**src/rtl/spi_bus_arbiter_pkg.sv**
```systemverilog
// Shared definitions for the SPI bus arbiter and the LED/button engine:
// arbiter state encoding and the levels the bus pins park at when nobody owns it.
package spi_bus_arbiter_pkg;

  typedef enum logic [1:0] {
    IDLE  = 2'd0,
    OWN0  = 2'd1,
    OWN1  = 2'd2,
    GUARD = 2'd3
  } arb_state_e;

  localparam int AGE_W   = 16;
  localparam int GUARD_W = 4;

  localparam logic IDLE_CSN     = 1'b1;
  localparam logic IDLE_CLK     = 1'b0;
  localparam logic IDLE_CLK_OE  = 1'b1;
  localparam logic IDLE_MOSI    = 1'b0;
  localparam logic IDLE_MOSI_OE = 1'b0;

endpackage

```
**src/rtl/spi_bus_arbiter.sv**
```systemverilog
// Two-master SPI bus arbiter: non-preemptive ownership, guard gap between owners,
// and an age counter that lets the LED engine (m1) overtake the flash master (m0).
module spi_bus_arbiter
  import spi_bus_arbiter_pkg::*;
#(
  parameter int GUARD_CYCLES = 2,
  parameter int AGE_LIMIT    = 255
) (
  input  logic clk,
  input  logic rst_n,

  input  logic m0_req,
  output logic m0_gnt,
  input  logic m0_mosi_o,
  input  logic m0_mosi_oe,
  input  logic m0_clk_o,
  input  logic m0_csn_o,
  output logic m0_miso_i,

  input  logic m1_req,
  output logic m1_gnt,
  input  logic m1_mosi_o,
  input  logic m1_mosi_oe,
  input  logic m1_clk_o,
  input  logic m1_csn_o,
  output logic m1_miso_i,

  output logic bus_mosi_o,
  output logic bus_mosi_oe,
  output logic bus_clk_o,
  output logic bus_clk_oe,
  output logic bus_csn_o,
  input  logic bus_miso_i,

  output logic m1_starved
);

  localparam logic [GUARD_W-1:0] GUARD_LOAD = GUARD_W'(GUARD_CYCLES - 1);
  localparam logic [AGE_W-1:0]   AGE_MAX    = AGE_W'(AGE_LIMIT);

  arb_state_e         state_q, state_d;
  logic [GUARD_W-1:0] guard_q, guard_d;
  logic [AGE_W-1:0]   age_q, age_d;
  logic               starved_q, starved_d;

  always_ff @(posedge clk or negedge rst_n) begin
    if (!rst_n) begin
      state_q   <= IDLE;
      guard_q   <= '0;
      age_q     <= '0;
      starved_q <= 1'b0;
    end else begin
      state_q   <= state_d;
      guard_q   <= guard_d;
      age_q     <= age_d;
      starved_q <= starved_d;
    end
  end

  // An owner is only released once it has deasserted its request and its chip select.
  always_comb begin
    state_d = state_q;
    guard_d = guard_q;
    case (state_q)
      IDLE: begin
        if (m0_req && m1_req) begin
          state_d = (age_q >= AGE_MAX) ? OWN1 : OWN0;
        end else if (m0_req) begin
          state_d = OWN0;
        end else if (m1_req) begin
          state_d = OWN1;
        end
      end
      OWN0: begin
        if (!m0_req && m0_csn_o) begin
          state_d = GUARD;
          guard_d = GUARD_LOAD;
        end
      end
      OWN1: begin
        if (!m1_req && m1_csn_o) begin
          state_d = GUARD;
          guard_d = GUARD_LOAD;
        end
      end
      GUARD: begin
        if (guard_q == '0) begin
          state_d = IDLE;
        end else begin
          guard_d = guard_q - 1'b1;
        end
      end
      default: state_d = IDLE;
    endcase
  end

  always_comb begin
    age_d     = age_q;
    starved_d = 1'b0;
    if (!m1_req || state_d == OWN1) begin
      age_d = '0;
    end else if (state_q != OWN1 && age_q < AGE_MAX) begin
      age_d     = age_q + 1'b1;
      starved_d = (age_q == AGE_MAX - 1'b1);
    end
  end

  assign m0_gnt     = (state_q == OWN0);
  assign m1_gnt     = (state_q == OWN1);
  assign m1_starved = starved_q;
  assign m0_miso_i  = bus_miso_i;
  assign m1_miso_i  = bus_miso_i;

  // Pin mux follows the owner combinationally; the clock driver stays enabled throughout.
  always_comb begin
    bus_mosi_o  = IDLE_MOSI;
    bus_mosi_oe = IDLE_MOSI_OE;
    bus_clk_o   = IDLE_CLK;
    bus_clk_oe  = IDLE_CLK_OE;
    bus_csn_o   = IDLE_CSN;
    if (state_q == OWN0) begin
      bus_mosi_o  = m0_mosi_o;
      bus_mosi_oe = m0_mosi_oe;
      bus_clk_o   = m0_clk_o;
      bus_csn_o   = m0_csn_o;
    end else if (state_q == OWN1) begin
      bus_mosi_o  = m1_mosi_o;
      bus_mosi_oe = m1_mosi_oe;
      bus_clk_o   = m1_clk_o;
      bus_csn_o   = m1_csn_o;
    end
  end

endmodule
```
**config.mk**
```make
export PLATFORM = sky130hd
export DESIGN_NAME = spi_bus_arbiter
export DESIGN_NICKNAME = d
export VERILOG_FILES = /design/src/rtl/spi_bus_arbiter_pkg.sv /design/src/rtl/spi_bus_arbiter.sv
export SDC_FILE = /design/constraint.sdc
export NUM_CORES = 1
export LEC_CHECK = 0
export BUFFER_PORTS_ARGS = -buffer_cell sky130_fd_sc_hd__buf_2
export CORE_MARGIN = 2
export CORE_UTILIZATION = 59
export DETAILED_ROUTE_END_ITERATION = 8
export PLACE_DENSITY = 0.83
export SYNTH_ARGS = -nofsm -noshare
export SYNTH_HDL_FRONTEND = slang
export SYNTH_SLANG_ARGS = --single-unit
```
**constraint.sdc**
```tcl
create_clock -name clk -period 3.25 [get_ports clk]
set_clock_uncertainty 0.15 [all_clocks]
set_input_delay 0.65 -clock clk [delete_from_list [all_inputs] [get_ports clk]]
set_output_delay 0.65 -clock clk [all_outputs]
set_load 0.03 [all_outputs]
```
* After elaboration in Yosys (flattened, before gate mapping)
Index checks and enable logic that the tools add are counted.
** Word-level totals
- Register bits :: 23
- Input bits :: 13
- Word-level logic and storage cells :: 53
- Output and inout bits :: 10
** Operators by class
- Reduce and logical (&&, ||, !) cells :: 12
- Add/subtract/negate cells :: 2
- Magnitude comparators :: 2
- Equality and inequality tests :: 9
- Muxes and demuxes :: 24
** Operator list (number)
- 16-bit 2-to-1 mux :: 2
- 16-bit by 1-bit adder with 16-bit output (second input constant) :: 1
- 16-bit by 8-bit equality test with 1-bit output (second input constant) :: 1
- 16-bit by 8-bit greater-or-equal comparator with 1-bit output (second input constant) :: 1
- 16-bit by 8-bit less-than comparator with 1-bit output (second input constant) :: 1
- 2-bit 2-to-1 mux :: 7
- 4-bit 2-to-1 mux :: 3
- 4-bit case mux with 3 select lines :: 1
- 1-bit 2-to-1 mux :: 10
- 2-bit case mux with 4 select lines :: 1
- 2-bit equality test (second input constant) :: 3
- 1-bit logical AND :: 4
- 4-bit zero test :: 1
- 2-bit by 1-bit != test with 1-bit output (second input constant) :: 2
- 2-bit != test (second input constant) :: 2
- 4-bit AND reduction :: 1
- 4-bit by 1-bit subtractor with 4-bit output (second input constant) :: 1
- 3-bit nonzero test :: 1
- 2-bit by 1-bit equality test with 1-bit output (second input constant) :: 1
- 1-bit zero test :: 2
- 2-bit zero test :: 1
- 2-bit nonzero test :: 1
- 1-bit logical OR :: 1

* Depth between registers and ports, before layout
Gate-level depths: netlist of run 1.
- Word-level depth :: 7
- Depth in mapped cells :: 6
- Depth with buffers taken out :: 6

* Worst setup path before layout of run 1
Ideal clock, no wire load.
- Kind :: reg-to-output
- Start :: register state_q[0]
- End :: output port bus_clk_o
- Setup slack :: 0.777 ns
- Stages on the path, launching flop included :: 5
- Arrival :: 1.673 ns
- Path buffers :: 1
- Data required time :: 2.450 ns
- Cells stage by stage :: dfrtp_1 clkbuf_1 inv_1 nor2_1 a22o_1
** On the way
- Elaborated cells on any way between the ends :: 4
- Those cells by class :: eq/ne: 2; mux: 2
** RTL lines
- from (decl) :: line spi_bus_arbiter.sv:41 : arb_state_e state_q, state_d;
- from (signal assigned) :: line spi_bus_arbiter.sv:53 : state_q <= state_d;
- 2-bit by 1-bit equality test with 1-bit output
- named net m0_gnt :: line spi_bus_arbiter.sv:13 : output logic m0_gnt,
- 1-bit 2-to-1 mux :: line spi_bus_arbiter.sv:121 : if (state_q == OWN0) begin
- to (decl) :: line spi_bus_arbiter.sv:30 : output logic bus_clk_o,
The timed path passes the listed nets, and every way through them passes these cells.

* Worst setup path in the final report of run 1
- Start :: register state_q[0]
- End :: output port bus_mosi_oe
** On the way
- Cells in the longest elaborated chain, start to end :: 3
- Elaborated cells on any way between the ends :: 4
- Those cells by class :: eq/ne: 2; mux: 2
** Ends and longest elaborated chain
- 2-bit equality test :: line spi_bus_arbiter.sv:126 : end else if (state_q == OWN1) begin
- 1-bit 2-to-1 mux :: line spi_bus_arbiter.sv:126
- 1-bit 2-to-1 mux * :: line spi_bus_arbiter.sv:121
- to (decl) :: line spi_bus_arbiter.sv:29 : output logic bus_mosi_oe,
Every way passes the cells marked *; elsewhere a longest branch is shown, timed or not.

==> results of run 1 <==
layout make-up:
type,count,area [µm²]
fill,169,732
multi-input combinational,94,683
sequential,23,576
timing repair buffer,18,90.1
tap,28,35.0
inverter,7,26.3
clock buffer,3,22.5
clock inverter,1,5.00
cells by family (layout without fill, tap and decap cells):
logic type      count (synthesis)  count (layout)  share of synthesized area
flops                          23              23                      0.431
simple gates                   52              52                      0.239
buf+inv                        15              29                     0.0580
other cells                     1               1                    0.00281
fa+ha+maj                       3               3                     0.0281
compound gates                 37              37                      0.234
mux                             1               1                    0.00749
flip-flops by register name (all words and copies together) (netlist names):
signal	flops
m1_starved	1
guard_q	4
state_q	2
age_q	16
report_power, final:
group	switching (W)	internal, W
registers	0.0000713	0.000332
logic	0.000263	0.000178
clock network	0.0000883	0.0000462
total	0.000422	0.000556
per-stage QoR:
stage / instance area (µm²) / utilization
final: 1440 / 0.663
after global routing: 1440 / 0.663
after CTS: 1440 / 0.663
after detailed placement: 1410 / 0.650
after global placement: 1410 / 0.650
after floorplan: 1340 / -
worst paths after layout:
check	startpoint	end	depth (start not counted)
worst max-delay path	state_q[0]	bus_mosi_oe	4
worst min-delay path	rst_n	age_q[2]	1
worst max register to register	age_q[1]	m1_starved	5
worst min register to register	age_q[15]	age_q[15]	1
max in group asynchronous	rst_n	age_q[11]	1
min in group clk	age_q[15]	age_q[15]	1
cell usage in the layout, fill, tap and decap left out, drive strengths merged, types with 3 or more instances in the layout:
master	count
nand3	5
nand2	8
ha	3
or3	3
o21ai	4
nor3	3
o211ai	3
buf	18
dfrtp	23
or4	5
o2bb2ai	3
nor2	6
o31ai	5
a22o	4
and2	9
nor4	3
clkbuf	3
a21oi	12
inv	7
routing by layer:
layer  wire length (µm)  vias to the layer above
met4                 48                        0
met5                  0                        -
met1               1120                      486
met2               1110                       20
met3                 62                        5
li1                   -                      513
==> results.md, run 1 <==
Worst setup path:
- In this run the register-to-register setup slack is between 1 and 1.5 ns.
- On the worst path, the slowest cell contributes a delay of between 0.5 and 0.6 ns.
- The worst setup path is captured at a primary output.
- The kind of cell with the highest combined delay along the critical path is flip-flops.
- The critical path goes through nand2b_1, inv_2, a22o_1, buf_2.
- The kind of start point of the critical path is a flip-flop.
- Counting both buffers and inverters, the worst setup path holds a total of 2.
- The required time at the worst-slack endpoint is approximately 2.5 ns.
- The data arrival time of the critical path is about 1.7 ns.
- The type of the setup path with the least slack is flip-flop to primary output.
- The slowest stage of the critical path is the sky130_fd_sc_hd__dfrtp_1 cell.
- The critical-path maximum fanout is 12.

Yosys:
- Dividing the synthesized area by the synthesized cell count gives roughly 10 µm².
- The sequential share of the synthesized area is 0.431.
- The number of enable flip-flop cells after synthesis is 0.
- The main flop type after synthesis is sky130_fd_sc_hd__dfrtp_1.
- The netlist uses 43 different library cells.
- The post-synthesis cell area is between 0.001 and 0.0015 mm².
- Yosys attributes the largest share of cell area to sky130_fd_sc_hd__dfrtp_1, sky130_fd_sc_hd__a21oi_2, sky130_fd_sc_hd__and2_1.
- Counting instances in the post-synthesis netlist gives the leading cell types as sky130_fd_sc_hd__dfrtp_1, sky130_fd_sc_hd__and2_1, sky130_fd_sc_hd__a21oi_2, sky130_fd_sc_hd__nand2_1.
- The async set or reset register ratio after synthesis is 1.00.
- The share of synthesized area in the top cell type comes to 0.431.
- The post-synthesis cell type with the largest combined area is sky130_fd_sc_hd__dfrtp_1.
- The number of warnings reported in the yosys synthesis log is 0.
- The most common cell in the netlist is sky130_fd_sc_hd__dfrtp_1.
- The number of nets handed over by synthesis was about 150.
- Counting every instance in the synthesized netlist gives about 130.
- Synthesis inferred 23 register bits.

Die:
- The initial utilization of the core area, before any placement, comes to 0.616.
- In this run the count of I/O pins placed on the die edge is 23.
- The die covers approximately 0.0027 mm².
- The die width is just over 50 µm.
- The core footprint is 0.00217 mm².
- In this run the vertical extent of the chip is between 50 and 60 µm.
- Row generation in the floorplan step produced 17 rows.

Timing:
- The final critical-path setup slack is around 0.7 ns.
- In this run the tightest slew margin relative to its limit is 0.387.
- The number of pins exceeding their max-slew limit in the final report came to 0.
- Setup violations remaining at the end of the flow were counted as 0.
- The highest clock frequency the design can meet is 395 MHz.
- Of the available clock period, the critical path in the final layout requires 0.779.
- The total negative setup slack is 0 ns.
- The post-route worst hold slack is roughly 0.12 ns.
- Setup repair after global routing left no endpoint under its margin.
- For the finished layout, the period the worst path requires is between 2 and 3 ns.
- The number of hold-slack violations in the final timing report came to 0.
- At the pin with the least slew margin, the transition time is around 0.92 ns.

Placed design:
- At the end of routability-driven placement, the weighted congestion stood at just over 0.8.
- Once detailed placement completed, the half-perimeter wirelength came to roughly 1.8 mm.
- The count of input and output buffers is 18.
- After detailed placement, the design holds a cell count of 170.
- OpenSTA, run right after detailed placement, puts the worst setup slack at 1.09 ns.

Clock network:
- The CTS tree is done.
- In this run the number of H-tree levels came out at 1.
- The root buffer cell chosen for the clock tree is sky130_fd_sc_hd__clkbuf_4.
- The number of sinks on the clock net is 23.
- The clock latency of the later-clocked register in the worst-skew pair is about 0.32 ns.
- Buffers inserted to repair hold after CTS numbered 0.
- The clock input transition at the sequential cells of the worst setup and hold paths is between 0.1 and 0.15 ns.
- The maximum buffer depth of the clock tree is 2.
- The post-cts resize count is 0.
- After clock tree synthesis, the setup repair step added 0 buffers.
- The CTS buffer count is 3.

Global route:
- The global-route wire length before repair is 4.26 mm.
- The pin count of the biggest net entering global routing is 24.
- For met1 alone, demand over resource in global routing was 0.292.
- The initial antenna violation count is 0.
- In the global route stage, met2 resource usage came out at 0.344.
- For this run, the total global-route usage over all layers was measured as 0.217.
- The global routing stage identified its most utilized layer as met2.
- The via count of the first global-routing pass is between 900 and 1k.
- After global routing the overflow that remains totals 0.
- The met3 global-route usage is 0.0287.

Status:
- The flow ran to the end, and the final reports show no timing, DRC or antenna violations.

Drt:
- The total detailed-routing wirelength is 2.34 mm.
- The number of remaining DRC errors is 0.
- The average wire length per cell after detail routing is approximately 13 µm.
- In the routed layout, each cell is associated on average with a via count of 5.89.
- The detailed router finished its first iteration with 23 violations.
- The number of antenna-violating nets in the routed design is 0.
- The total iterations of the first detailed-routing run is 4.
- The via count is between 1k and 1.5k.

Cells and area:
- The area added between synthesis and finish is 7.58%.
- Of the cells placed in the final design, the portion with a size suffix greater than 1 is 0.267.
- The post-layout net count is 163.
- The number of antenna repair diodes is 0.
- Excluding fillers, the count of instances in the completed layout stands at ~170.

Power:
- The worst-case IR drop observed on VDD is 0.000489 V.
- The total power per unit cell area is between 600 and 700 mW/mm².
- The leakage dissipation is approximately 0.64 nW.
- The post-layout total power is 0.000978 W.

Flow run:
- The max-cap check violation count is 0.

Hold path:
- The type of the worst min-delay path is input pin to async pin.
Power figures use the tool's default switching activity.
==> run 2, diff against run 1 <==
CORE_UTILIZATION = 55   (was 59)
PLACE_DENSITY = 0.78   (was 0.83)
clock period = 2.35 ns   (was 3.25 ns; I/O delays follow)
==> run 2 against run 1 <==
  * Combinational power rose by 45%
  * Global-route usage fell by 1.0 points
  * Wire length rose by 6.3%
  * Core utilization fell by 1.2 points
  * Power rose by 42%
  * Sequential power rose by 39%
  * Worst hold slack improved by 0.13 ns
==> results.md, run 2 (synthesized netlist as in run 1, its figures left out) <==
Status:
- The flow ran to the end, and the final reports show no timing, DRC or antenna violations.

Clock network:
- The CTS buffer count was 3 (unchanged).
- The cell sitting at the root of the clock tree is a sky130_fd_sc_hd__clkbuf_4.
- The count of buffers added by post-CTS timing repair for setup was 0 (unchanged).
- TritonCTS built the clock tree.
- The maximum buffer depth of the clock tree is 2 (unchanged).
- The number of sinks on the clock net is 23 (unchanged).
- The number of levels the H-tree was split into was 1 (unchanged).
- The clock latency of the later-clocked register in the worst-skew pair is 0.32 ns (about the same).
- The clock input transition at the sequential cells of the worst setup and hold paths is 0.13 ns (about the same).

Drt:
- The mean number of vias per cell is 5.88 (-0.16%).
- The total iterations of the first detailed-routing run was 4 (unchanged).
- The via count is 1040 (+1.6%).
- The total detailed-routing wirelength is 2.49 mm (+6.3%).
- The average wire length per cell after detail routing is 14.1 µm (+4.5%).
- The number of remaining DRC errors is 0 (unchanged).
- The number of antenna-violating nets in the routed design is 0 (unchanged).
- The count of routing violations after the opening detailed-route iteration came to 19 (-17%).

Global route:
- The initial antenna violation count was 0 (unchanged).
- The total routing usage reported by global routing was 0.206 (-0.0101).
- The overflow left after global routing was 0 (unchanged).
- The global-route wire length before repair is 4.22 mm (-1.1%).
- The via count of the first global-routing pass came to 951 (-2.0%).
- The pin count of the biggest net entering global routing was 24 (unchanged).

Timing:
- The total negative setup slack is 0 ns (unchanged).
- The part of the cycle the worst path needs is 0.937.
- The number of pins exceeding their max-slew limit in the final report is 0 (unchanged).
- The transition time of the tightest slew-check pin is 0.507 ns (-0.408 ns).
- The post-route minimum period is around 2.2 ns.
- The number of setup violations in the final report is 0 (unchanged).
- The number of hold-slack violations in the final timing report is 0 (unchanged).
- The tightest slew margin relative to the limit was 0.662 (+0.276).
- Based on the critical path, the design can be clocked at up to about 450 MHz.
- Setup repair after global routing left no endpoint under its margin.

Hold path:
- The type of the worst min-delay path is input pin to flip-flop.
- In this run the most critical hold path is launched from m0_req.

Power:
- The leakage dissipation is 0.652 nW (+2.1%).
- The total net switching power was 0.000603 W (+43%).
- The cell internal power dissipation is 0.000784 W (+41%).
- The post-layout total power is 0.00139 W (+42%).
- The total power per unit cell area is 946 mW/mm² (+39%).
- The relative contribution of sequential cells to total power is 0.404 (-0.008).
- The combinational power share is 0.460 (+0.010).
- The peak supply drop is 0.000693 V (+42%).
- The clock share of power is 0.136 (about the same).
- The switching part of the total is 0.435 (+0.00312).

Die:
- The initial core utilization came to 0.593 (-0.0232).
- The die outline height is 53.3 µm (+3.3%).
- The die area is 0.00284 mm² (+6.7%).
- The core footprint is 0.00225 mm² (+3.9%).
- The die width is 53.3 µm (+3.3%).
- The number of cell rows is 17 (unchanged).
- The number of top-level pins was 23 (unchanged).

Worst setup path:
- The startpoint of the worst-slack reg-to-reg timing path is guard_q[0].
- The required time at the worst-slack endpoint is 1.73 ns (-0.72 ns).
- The setup slack of the worst register-to-register path was 0.26 ns (-0.85 ns).
- The critical path is of the flip-flop to primary output type.
- The worst reg2reg path depth is 6 (+1).
- The kind of end point of the critical path is a primary output.
- The worst setup path is launched from a flip-flop.
- The critical-path maximum fanout came to 11 (-1).
- The endpoint of the lowest-slack register-to-register path is guard_q[2].
- Following the worst setup path forward leads to its endpoint at bus_csn_o.
- The start point of the critical path is state_q[1].
- The data arrival time of the critical path is 1.58 ns (-0.15 ns).

Cells and area:
- The top cell types in the final layout, fill and taps aside, are sky130_fd_sc_hd__dfrtp_1, sky130_fd_sc_hd__buf_2, sky130_fd_sc_hd__and2_1, sky130_fd_sc_hd__nand2_1, sky130_fd_sc_hd__a21oi_2.
- The post-layout net count is 166 (+1.8%).
- Ranked by flip-flop count, first place goes to age_q.
- The number of antenna repair diodes came to 0 (unchanged).
- The number of flip-flops in the largest register is 16 (unchanged).
- The most common cell after layout, fill and taps aside is sky130_fd_sc_hd__dfrtp_1.
- The area added between synthesis and finish is 9.74%.
- The fraction of final layout cells sized beyond drive strength 1 came to 0.289 (+0.0215).
- In the final layout, the registers with the most flip-flops are age_q x16, guard_q x4, state_q x2.

Placed design:
- The routability-driven placement congestion ratio is 0.819 (+0.90%).
- The HPWL after detailed placement is 1.79 mm (+2.1%).
- The count of input and output buffers came to 18 (unchanged).

Flow run:
- The max-cap check violation count came to 0 (unchanged).
-- run 2: cell types whose count changed in the layout (fill, tap and decap cells not counted) --
cell,before,now
sky130_fd_sc_hd__dfrtp_2,0,1
sky130_fd_sc_hd__nor2_1,6,5
sky130_fd_sc_hd__buf_4,0,2
sky130_fd_sc_hd__dlygate4sd3_1,0,1
sky130_fd_sc_hd__nor2_2,0,1
sky130_fd_sc_hd__dfrtp_1,23,22
-- run 2: layer usage --
layer	track usage	share of wire	up-vias
li1	-	-	520
met1	0.266	0.49	492
met2	0.340	0.46	26
met3	0.0565	0.045	2
met4	0.0513	0.0068	0
met5	0	0	-
-- run 2: worst min path at each step --
stage / cells past startpoint / endpoint / slack, ns
floorplan: 0 / age_q[0] / 0.02
global placement: 1 / age_q[2] / 0.32
detailed placement: 1 / age_q[2] / 0.32
CTS: 2 / state_q[1] / 0.24
global route: 2 / state_q[1] / 0.25
finish: 2 / state_q[1] / 0.25
-- run 2: what timing repair did --
item / 4_1_cts / 5_1_grt
hold buffers: 1 / 0
endpoints found under the hold margin: 23 / 0
gates resized for setup: 0 / 2
setup endpoints to repair: 0 / 4
-- run 2: through the flow --
stage / cells / setup WS (ns) / hold slack [ns] / instance area, µm² / utilization
finish: 177 / 0.149 / 0.248 / 1470 / 0.650
detailed placement: 172 / 0.279 / 0.317 / 1430 / 0.632
CTS: 177 / 0.0331 / 0.240 / 1460 / 0.649
global placement: 172 / 0.372 / 0.315 / 1430 / 0.632
floorplan: 132 / 0.0570 / 0.0244 / 1340 / -
global route: 177 / 0.0380 / 0.246 / 1470 / 0.650
-- run 2: power groups by stage --
stage               Combinational, W  Clock, W  Sequential, W
global placement            0.000619         0       0.000559
finish                      0.000638  0.000189       0.000561
detailed placement          0.000638         0       0.000563
floorplan                   0.000544         0       0.000507
global route                0.000715  0.000209       0.000572
CTS                         0.000639  0.000191       0.000556
-- run 2: worst max-delay path, stage by stage (launching register included) --
cell and delay [ns]:
sky130_fd_sc_hd__dfrtp_1 0.61, sky130_fd_sc_hd__nand2b_1 0.15, sky130_fd_sc_hd__buf_4 0.18, sky130_fd_sc_hd__nor2_1 0.09
sky130_fd_sc_hd__a21oi_1 0.04, sky130_fd_sc_hd__buf_2 0.18
-- run 2: cell type report --
class                           count  area (µm²)
Multi-Input combinational cell     94         686
Sequential cell                    23         577
Fill cell                         182         788
Clock buffer                        3        22.5
Inverter                            7        26.3
Clock inverter                      1        5.00
Tap cell                           28        35.0
Timing Repair Buffer               21         115
